## src/rtl/modport_fifo.sv

```systemverilog
// Synchronous single-clock FIFO with registered read data and count-decoded flags.
// Storage is not reset; pointers and count are, so stale entries are never readable.
module modport_fifo #(
  parameter int WIDTH = 8,
  parameter int DEPTH = 16
) (
  input  logic             clk,
  input  logic             resetn,
  input  logic [WIDTH-1:0] wdata,
  input  logic             i_wreq,
  input  logic             i_rreq,
  output logic [WIDTH-1:0] rdata,
  output logic             fifo_isempty,
  output logic             fifo_isfull,
  output logic             o_rready,
  output logic             o_wready
);

  localparam int AW = (DEPTH > 1) ? $clog2(DEPTH) : 1;
  localparam logic [AW:0] FULL_CNT = (AW+1)'(DEPTH);

  logic [WIDTH-1:0] mem_q [DEPTH];
  logic [AW-1:0]    wptr_q, wptr_d;
  logic [AW-1:0]    rptr_q, rptr_d;
  logic [AW:0]      cnt_q, cnt_d;
  logic [WIDTH-1:0] rdata_q, rdata_d;
  logic             wr_en, rd_en;

  // Flags depend only on the registered count, never on the requests.
  assign fifo_isempty = (cnt_q == '0);
  assign fifo_isfull  = (cnt_q == FULL_CNT);
  assign o_rready     = ~fifo_isempty;
  assign o_wready     = ~fifo_isfull;
  assign rdata        = rdata_q;

  assign wr_en = i_wreq & o_wready;
  assign rd_en = i_rreq & o_rready;

  always_comb begin
    wptr_d  = wptr_q;
    rptr_d  = rptr_q;
    cnt_d   = cnt_q;
    rdata_d = rdata_q;
    if (wr_en) wptr_d = wptr_q + 1'b1;
    if (rd_en) begin
      rptr_d  = rptr_q + 1'b1;
      rdata_d = mem_q[rptr_q];
    end
    case ({wr_en, rd_en})
      2'b10:   cnt_d = cnt_q + 1'b1;
      2'b01:   cnt_d = cnt_q - 1'b1;
      default: cnt_d = cnt_q;
    endcase
  end

  always_ff @(posedge clk or negedge resetn) begin
    if (!resetn) begin
      wptr_q  <= '0;
      rptr_q  <= '0;
      cnt_q   <= '0;
      rdata_q <= '0;
    end else begin
      wptr_q  <= wptr_d;
      rptr_q  <= rptr_d;
      cnt_q   <= cnt_d;
      rdata_q <= rdata_d;
    end
  end

  always_ff @(posedge clk) begin
    if (wr_en) mem_q[wptr_q] <= wdata;
  end

endmodule

```

## config.mk

```make
export PLATFORM = sky130hd
export DESIGN_NAME = modport_fifo
export DESIGN_NICKNAME = d
export VERILOG_FILES = /design/src/rtl/modport_fifo.sv
export SDC_FILE = /design/constraint.sdc
export NUM_CORES = 1
export LEC_CHECK = 0
export ABC_AREA = 1
export CORE_UTILIZATION = 40
export DETAILED_ROUTE_END_ITERATION = 12
export SLEW_MARGIN = 20
export SYNTH_ARGS = -nofsm -noshare
export SYNTH_HDL_FRONTEND = slang
export SYNTH_SLANG_ARGS = --single-unit
```

## constraint.sdc

```tcl
create_clock -name clk -period 6 [get_ports clk]
set_input_delay 1.2 -clock clk [delete_from_list [all_inputs] [get_ports clk]]
set_output_delay 1.2 -clock clk [all_outputs]
set_load 0.02 [all_outputs]
```

==> results_dict.tcl, run 1 <==
set metrics [dict create \
    clockBufferDepth 2 \
    cts_inserted_buffers 17 \
    crit_slowest_cell "clkdlybuf4s50_1" \
    fmax_mhz 312 \
    cts_setup_buffers 0 \
    hold_viol_final 0 \
    seq_area_frac_synth_pct 65.0 \
    yosys_warnings 0 \
    synthCells 672 \
    maxCapViolations 0 \
    leakagePower_nw 3.32 \
    nets 708 \
    cts.sinks 149 \
    finalSetupTns_ns 0 \
    layout_min_cycle_time_ns 3.20 \
    drive_gt1_share_pct 6.29 \
    skew_ns 0.0127 \
    rsz0062_at_grt "no" \
    place_congestion 0.853 \
    detail-route-antenna-nets 0 \
    worstPathArrival_ns 2.00 \
    setup_violations 0 \
    antennaDiodeCount 0 \
    drc_errors 0 \
    cp_max_fo 4 \
    dieArea_mm2 0.0173 \
    clockRootBuffer "clkbuf_16" \
    hold_buffers 0 \
    grt_overflow 0 \
    grt_usage_pct 19.2 \
    syn_nets 694 \
    layout_commonest_cell "nand2_1" \
    start_util_pct 40.8 \
    final_cell_mix "nand2_1 (227), edfxtp_1 (128), inv_1 (118), nand3_1 (99), clkdlybuf4s50_1 (22)" \
    wire_per_inst_um 16.9 \
    worst-path-buf-inv 2 \
    place_hpwl_mm 10.1 \
    synth.cell_area_mm2 0.00672 \
    critPathTopFamily "buffers and inverters" \
    finalWirelength_mm 15.5 \
    cpPeakStageDelay_ns 0.60 \
    clk_pin_slew_worst_paths_ns 0.06 \
    drv_slew 0 \
    layout_setup_ws_ns 2.80 \
    first_iter_violations 398 \
    via_per_inst 4.91 \
    finalPower_w 0.00356 \
    hold_path_class "flop to flop" \
    drt-pass1-iter-count 7 \
    required_ns 4.80 \
    tritoncts "yes" \
    cp-start-kind "flop" \
    avgSynthCellArea_um2 10.0 \
    setup.worst_path.end_class "output port" \
    yosys_register_bits 149 \
    io_pins 24 \
    vias 4512 \
    outcome "complete, no violations" \
    max_slew_margin_pct 26.8 \
    htree_levels 4 \
    critPathKind "flop to output port" \
    fin_crit_sh_pct 53.3 \
    worst_pin_slew_ns 1.09 \
    grt_pass1_wl_mm 24.7 \
    peakVddDrop_mv 0.208 \
    cts-resized-gates 0 \
    area_growth_pct 14.2 \
    core_area_mm2 0.0165 \
    port_buffers 23 \
    grt_pass1_vias 4513 \
    final.fill_count 1534 \
    antenna_found_initial 0 \
    clk_latency_ns 0.42 \
    p_per_area_mw_per_mm2 464 \
    path_cells "nor4_4 > nand2_2 > inv_1 > clkdlybuf4s50_1" \
    fp.dieH_um 132 \
    rows 47 \
    yosys.cell_types.count 25 \
    pre_cts_ws_ns 2.50 \
    grt_max_degree 69 \
    utilization_pct 46.6 \
    die_x_um 132 \
]
==> cell usage after synthesis <==
library cell  count  area share (%)
nand2_1         227              13
edfxtp_1        128              57
inv_1           118             6.6
nand3_1          99             7.4
dfrtp_1          21             7.8
nor3_1           16             1.2
buf_4            13             1.5
buf_2            11            0.82
ha_1              9             1.7
xnor2_1           4            0.52
nand2_2           3            0.28
o21ai_0           3            0.22
xor2_1            3            0.39
a21oi_1           2            0.15
buf_1             2            0.11
clkbuf_1          2            0.11
inv_2             2            0.11
nor2_1            2            0.11
a31oi_1           1           0.093
buf_6             1            0.17
clkinv_1          1           0.056
fa_1              1            0.30
nand2_4           1            0.17
nor4_4            1            0.32
o21bai_1          1            0.11
==> final timing paths <==
kind,startpoint,endpoint,slack (ns),cells after the start
max in group asynchronous,resetn,rptr_q[0],4.83,1
min in group asynchronous,resetn,rdata[2],0.76,1
hold / removal,rdata[7],rdata[7],0.49,2
hold reg to reg,rdata[7],rdata[7],0.49,2
setup / recovery,cnt_q[1],fifo_isempty,2.80,4
setup reg to reg,cnt_q[1],cnt_q[4],3.18,13
==> logic make-up (layout without fill, tap and decap cells) <==
family | after synthesis | count (layout) | share of synthesized area (%)
AND/OR/NAND/NOR | 349 | 349 | 22.1
flip-flops | 149 | 149 | 65.0
adder cells (fa/ha/maj) | 10 | 10 | 1.97
XOR/XNOR | 7 | 7 | 0.912
AO/OA/AOI/OAI | 7 | 7 | 0.577
buffers and inverters | 150 | 177 | 9.42
==> layout make-up <==
type                    count  area [um2]  share of cell area [%]
flip-flops and latches    149        4370                    57.0
multi-input cells         373        1740                    22.7
inverters                 121         454                    5.92
clock buffers              20         447                    5.82
well taps                 220         275                    3.59
repair buffers             24         233                    3.03
clock inverters            12         156                    2.04
==> registers in the layout, indices dropped and copies added (netlist names) <==
| register | cells |
|---|---|
| rptr_q | 4 |
| cnt_q | 5 |
| wptr_q | 4 |
| rdata | 8 |
| mem_q | 128 |
==> per-stage QoR <==
step / std cells / area [um2] / hold WS [ns]
floorplan: 672 / 6720 / 0.493
global placement: 887 / 7060 / 0.480
detailed placement: 887 / 7060 / 0.479
CTS: 919 / 7660 / 0.496
global route: 919 / 7680 / 0.510
finish: 919 / 7680 / 0.491
==> tightest hold or removal path, stage by stage, from the launching register on <==
cell and delay (ns):
dfrtp_1 0.35, nand2_1 0.06, nand2_1 0.05
==> power breakdown <==
group	switching, W	internal [W]
sequential	0.000159	0.00127
clock	0.000408	0.000666
combinational	0.000714	0.000346
==> routing by layer <==
layer | routed length [um] | track usage, % | vias up
li1 | - | - | 2181
met1 | 6770 | 25.2 | 2158
met2 | 7560 | 31.1 | 151
met3 | 827 | 2.85 | 22
met4 | 371 | 9.69 | 0
met5 | 0 | 0 | -
Note: power is estimated with default switching activity, not from simulation.
==> run 2, diff against run 1 <==
==> constraint.sdc (replaced) <==
create_clock -name clk -period 2.85 [get_ports clk]
set_input_delay 0.57 -clock clk [delete_from_list [all_inputs] [get_ports clk]]
set_output_delay 0.57 -clock clk [all_outputs]
set_load 0.02 [all_outputs]
==> run 2 against run 1 <==
Net effect: critical path depth unchanged; clock power increased by 120%; clock skew decreased by 0.0049 ns.
==> results_dict.tcl, run 2 (synthesis results as in run 1) <==
set metrics [dict create \
    finalPower_w 0.00765 \
    cp_max_fo 4 \
    place_hpwl_mm 9.34 \
    ff_latch_area_mm2 0.00437 \
    grt_pass1_wl_mm 23.6 \
    regMostFlops "mem_q" \
    leakagePower_nw 3.47 \
    cts_inserted_buffers 17 \
    finalWirelength_mm 14.6 \
    dieArea_mm2 0.0173 \
    peakVddDrop_mv 0.509 \
    place_congestion 0.815 \
    clockRootBuffer "clkbuf_16" \
    p_per_area_mw_per_mm2 972 \
    drt-pass1-iter-count 4 \
    drive_gt1_share_pct 8.16 \
    area_growth_pct 17.1 \
    layout_min_cycle_time_ns 2.58 \
    switching_share_pct 34.4 \
    min_path_cells 2 \
    grt_overflow 0 \
    required_ns 2.28 \
    via_per_inst 4.72 \
    worstPathArrival_ns 2.01 \
    htree_levels 4 \
    multi_input_comb_area_mm2 0.00172 \
    grt_pass1_vias 4561 \
    start_util_pct 40.8 \
    hold_path_class "flop to flop" \
    holdWs_ns 0.482 \
    maxCapViolations 0 \
    skew_ns 0.00782 \
    layout_commonest_cell "nand2_1" \
    first_iter_violations 267 \
    setup_violations 0 \
    worst_pin_slew_ns 1.01 \
    antennaDiodeCount 0 \
    outcome "complete, no violations" \
    grt_usage_pct 18.2 \
    clk_pin_slew_worst_paths_ns 0.06 \
    power.switching_w 0.00263 \
    reg2regPathDepth 12 \
    die_x_um 132 \
    wire_per_inst_um 15.5 \
    core_area_mm2 0.0165 \
    pwr-share-clk_pct 30.8 \
    cts-resized-gates 0 \
    fp.dieH_um 132 \
    finalSetupTns_ns 0 \
    fin_crit_sh_pct 90.5 \
    grt_max_degree 68 \
    antenna_found_initial 0 \
    hold_buffers 0 \
    drv_slew 0 \
    clk_latency_ns 0.42 \
    rows 47 \
    cts.sinks 149 \
    setup.worst_path.end_class "output port" \
    largest_reg_flops 128 \
    cts_setup_buffers 0 \
    power.share.sequential_pct 37.2 \
    port_buffers 23 \
    combPwrFrac_pct 32.0 \
    vias 4449 \
    detail-route-antenna-nets 0 \
    critPathKind "flop to output port" \
    drc_errors 0 \
    rsz0062_at_grt "no" \
    hold_viol_final 0 \
    cp-start-kind "flop" \
    nets 732 \
    final_cell_mix "nand2_1 (227), edfxtp_1 (128), inv_1 (118), nand3_1 (99), buf_4 (24)" \
    tritoncts "yes" \
    internal_power_w 0.00502 \
    clockBufferDepth 2 \
    final.fill_count 1512 \
    io_pins 24 \
    max_slew_margin_pct 32.5 \
    fmax_mhz 388 \
]
==> run 2: cell count changes in the layout (fill, tap and decap cells not counted), moves of 2 or more <==
cell | before | now
buf_4 | 1 | 24
nor3_1 | 12 | 16
nor3_2 | 4 | 0
clkinv_1 | 1 | 4
clkinvlp_4 | 4 | 1
bufinv_16 | 3 | 5
clkinv_4 | 2 | 0
==> run 2: cell type report <==
type | count | area share (%)
inverter | 121 | 5.77
sequential | 149 | 55.5
tap | 220 | 3.50
clock inverter | 12 | 2.34
timing repair buffer | 48 | 5.47
multi-input combinational | 373 | 21.8
clock buffer | 20 | 5.55
==> run 2: final timing paths <==
kind | start | endpoint | slack [ns]
min in group asynchronous | resetn | rptr_q[1] | 0.71
hold reg to reg | rdata[6] | rdata[6] | 0.48
setup reg to reg | cnt_q[1] | cnt_q[4] | 0.49
hold / removal | rdata[6] | rdata[6] | 0.48
max in group asynchronous | resetn | rptr_q[0] | 1.47
setup / recovery | cnt_q[1] | fifo_isempty | 0.27
==> run 2: power groups by stage <==
stage / registers (W) / logic (W) / clock network (W)
2_1_floorplan: 0.00291 / 0.00166 / 0
3_3_place_gp: 0.00288 / 0.00242 / 0
3_5_place_dp: 0.00289 / 0.00247 / 0
4_1_cts: 0.00285 / 0.00248 / 0.00239
5_1_grt: 0.00287 / 0.00276 / 0.00248
6_report: 0.00284 / 0.00245 / 0.00236
==> run 2: critical path: stages (launching register included) <==
cell and delay (ns):
dfrtp_1 0.44, nor4_4 0.36, nand2_2 0.13, inv_1 0.07, clkdlybuf4s50_1 0.59
==> run 2: metal layers <==
metal / GRT usage (%) / share of wire, % / wire length [um] / vias to the layer above
li1: - / - / - / 2222
met1: 22.4 / 42 / 6110 / 2113
met2: 30.3 / 51 / 7390 / 97
met3: 3.94 / 4.9 / 717 / 17
met4: 9.17 / 2.4 / 357 / 0
met5: 0 / 0 / 0 / -
==> run 2: stage by stage <==
stage | instance area (um2) | cells | worst slack, ns | util [%]
after floorplan | 6720 | 672 | 0.452 | -
after detailed placement | 7250 | 911 | 0.199 | 44.0
after global placement | 7250 | 911 | 0.254 | 44.0
after CTS | 7870 | 943 | 0.234 | 47.8
after global routing | 7870 | 943 | 0.160 | 47.8
final | 7870 | 943 | 0.271 | 47.8
==> run 3, diff against run 2 <==
--- a/config.mk
+++ b/config.mk
@@ -7,6 +7,7 @@
 export LEC_CHECK = 0
 export ABC_AREA = 1
 export CORE_UTILIZATION = 40
+export CTS_BUF_LIST = sky130_fd_sc_hd__clkbuf_4 sky130_fd_sc_hd__clkbuf_8
 export DETAILED_ROUTE_END_ITERATION = 12
 export SLEW_MARGIN = 20
 export SYNTH_ARGS = -nofsm -noshare
==> run 3 against run 2 <==
Net effect: via count grew 0.58%; critical path type unchanged; core utilization down 1.1 points; worst hold slack gained 0.0039 ns; critical path depth did not move; routed wire length rose by 0.24%.
==> results_dict.tcl, run 3 (synthesis results as in run 1) <==
set metrics [dict create \
    antennaDiodeCount 0 \
    detail-route-antenna-nets 0 \
    hold_buffers 0 \
    cts.sinks 149 \
    crit_start "cnt_q[1]" \
    drt-pass1-iter-count 5 \
    utilization_pct 46.7 \
    worstPathArrival_ns 2.04 \
    outcome "complete, no violations" \
    rows 47 \
    required_ns 2.28 \
    cp_max_fo 4 \
    min_from "rdata[6]" \
    leakagePower_nw 3.39 \
    drive_gt1_share_pct 8.58 \
    crit_slowest_cell "clkdlybuf4s50_1" \
    clockBufferDepth 2 \
    grt_max_degree 68 \
    rsz0062_at_grt "no" \
    cpPeakStageDelay_ns 0.59 \
    internal_power_w 0.00453 \
    hold_viol_final 0 \
    wire_per_inst_um 15.5 \
    place_hpwl_mm 9.34 \
    nets 732 \
    drc_errors 0 \
    io_pins 24 \
    maxCapViolations 0 \
    switching_share_pct 36.1 \
    power.switching_w 0.00256 \
    fp.dieH_um 132 \
    grt_pass1_vias 4573 \
    tritoncts "yes" \
    grt_usage_pct 18.2 \
    final.fill_count 1539 \
    layout_commonest_cell "nand2_1" \
    power.share.sequential_pct 40.0 \
    setup.worst_path.end_class "output port" \
    port_buffers 23 \
    pwr-share-clk_pct 25.5 \
    combPwrFrac_pct 34.5 \
    grt_pass1_wl_mm 23.6 \
    cts_inserted_buffers 17 \
    die_x_um 132 \
    cp-start-kind "flop" \
    cts_setup_buffers 0 \
    peakVddDrop_mv 0.476 \
    fin_crit_sh_pct 91.7 \
    critPathKind "flop to output port" \
    via_per_inst 4.75 \
    path_cells "nor4_4 > nand2_2 > inv_1 > clkdlybuf4s50_1" \
    core_area_mm2 0.0165 \
    worst-path-buf-inv 2 \
    first_iter_violations 263 \
    final_cell_mix "nand2_1 (227), edfxtp_1 (128), inv_1 (118), nand3_1 (99), buf_4 (24)" \
    antenna_found_initial 0 \
    htree_levels 4 \
    skew_ns 0.00947 \
    clk_pin_slew_worst_paths_ns 0.08 \
    clk_latency_ns 0.46 \
    finalSetupTns_ns 0 \
    drv_slew 0 \
    area_growth_pct 14.4 \
    place_congestion 0.815 \
    hold_path_class "flop to flop" \
    clockRootBuffer "clkbuf_8" \
    largest_reg_flops 128 \
    p_per_area_mw_per_mm2 923 \
    start_util_pct 40.8 \
    setup_violations 0 \
    vias 4475 \
    regMostFlops "mem_q" \
    critPathTopFamily "buffers and inverters" \
    max_slew_margin_pct 32.7 \
    grt_overflow 0 \
    dieArea_mm2 0.0173 \
    layout_setup_ws_ns 0.236 \
    finalWirelength_mm 14.6 \
    worst_pin_slew_ns 1.01 \
    fmax_mhz 383 \
    layout_min_cycle_time_ns 2.61 \
    pre_cts_ws_ns 0.199 \
    r2r-start "cnt_q[1]" \
    cts-resized-gates 0 \
]
## run 3: cell count changes in the layout (fill, tap and decap cells not counted)
| cell | previous run | this run |
|---|---|---|
| clkbuf_1 | 3 | 0 |
| clkbuf_16 | 17 | 0 |
| clkbuf_4 | 0 | 3 |
| clkbuf_8 | 0 | 17 |
## run 3: final timing paths
check | end | slack [ns] | cells past startpoint
max in group asynchronous | rptr_q[0] | 1.51 | 1
worst min-delay path | rdata[6] | 0.49 | 2
worst min register to register | rdata[6] | 0.49 | 2
min in group asynchronous | cnt_q[4] | 0.66 | 1
worst max-delay path | fifo_isempty | 0.24 | 4
worst max register to register | cnt_q[4] | 0.49 | 12
## run 3: stage by stage
step	hold WS (ns)	cell area (um2)	cells	total power (W)
finish	0.486	7690	943	0.00710
global route	0.498	7690	943	0.00755
CTS	0.487	7690	943	0.00715
detailed placement	0.469	7250	911	0.00536
global placement	0.469	7250	911	0.00530
floorplan	0.274	6720	672	0.00456
## run 3: layout make-up
cell class,instances,area (um2),area share [%]
tap,220,275,3.58
timing repair buffer,48,430,5.60
sequential,149,4370,56.8
multi-input combinational,373,1720,22.4
inverter,121,454,5.91
clock buffer,20,256,3.34
clock inverter,12,184,2.39
## run 3: tightest hold or removal path, delay by kind of cell (launching register included)
kind	cells	cell delay, ns
and+or+nand+nor	2	0.12
DFF	1	0.34
## run 3: power groups by stage
stage                     Clock (W)  Sequential (W)  Combinational, W
after CTS                   0.00183         0.00284           0.00248
after detailed placement          0         0.00289           0.00247
final                       0.00181         0.00284           0.00245
after global routing        0.00192         0.00287           0.00276
after floorplan                   0         0.00291           0.00166
after global placement            0         0.00288           0.00242
## run 3: metal layers
layer  GRT usage [%]  vias up  part of all wire (%)
met5               0        -                     0
li1                -     2217                     -
met4            9.88        0                   2.9
met3            3.82       26                   4.0
met1            22.2     2148                    43
met2            30.3       84                    50
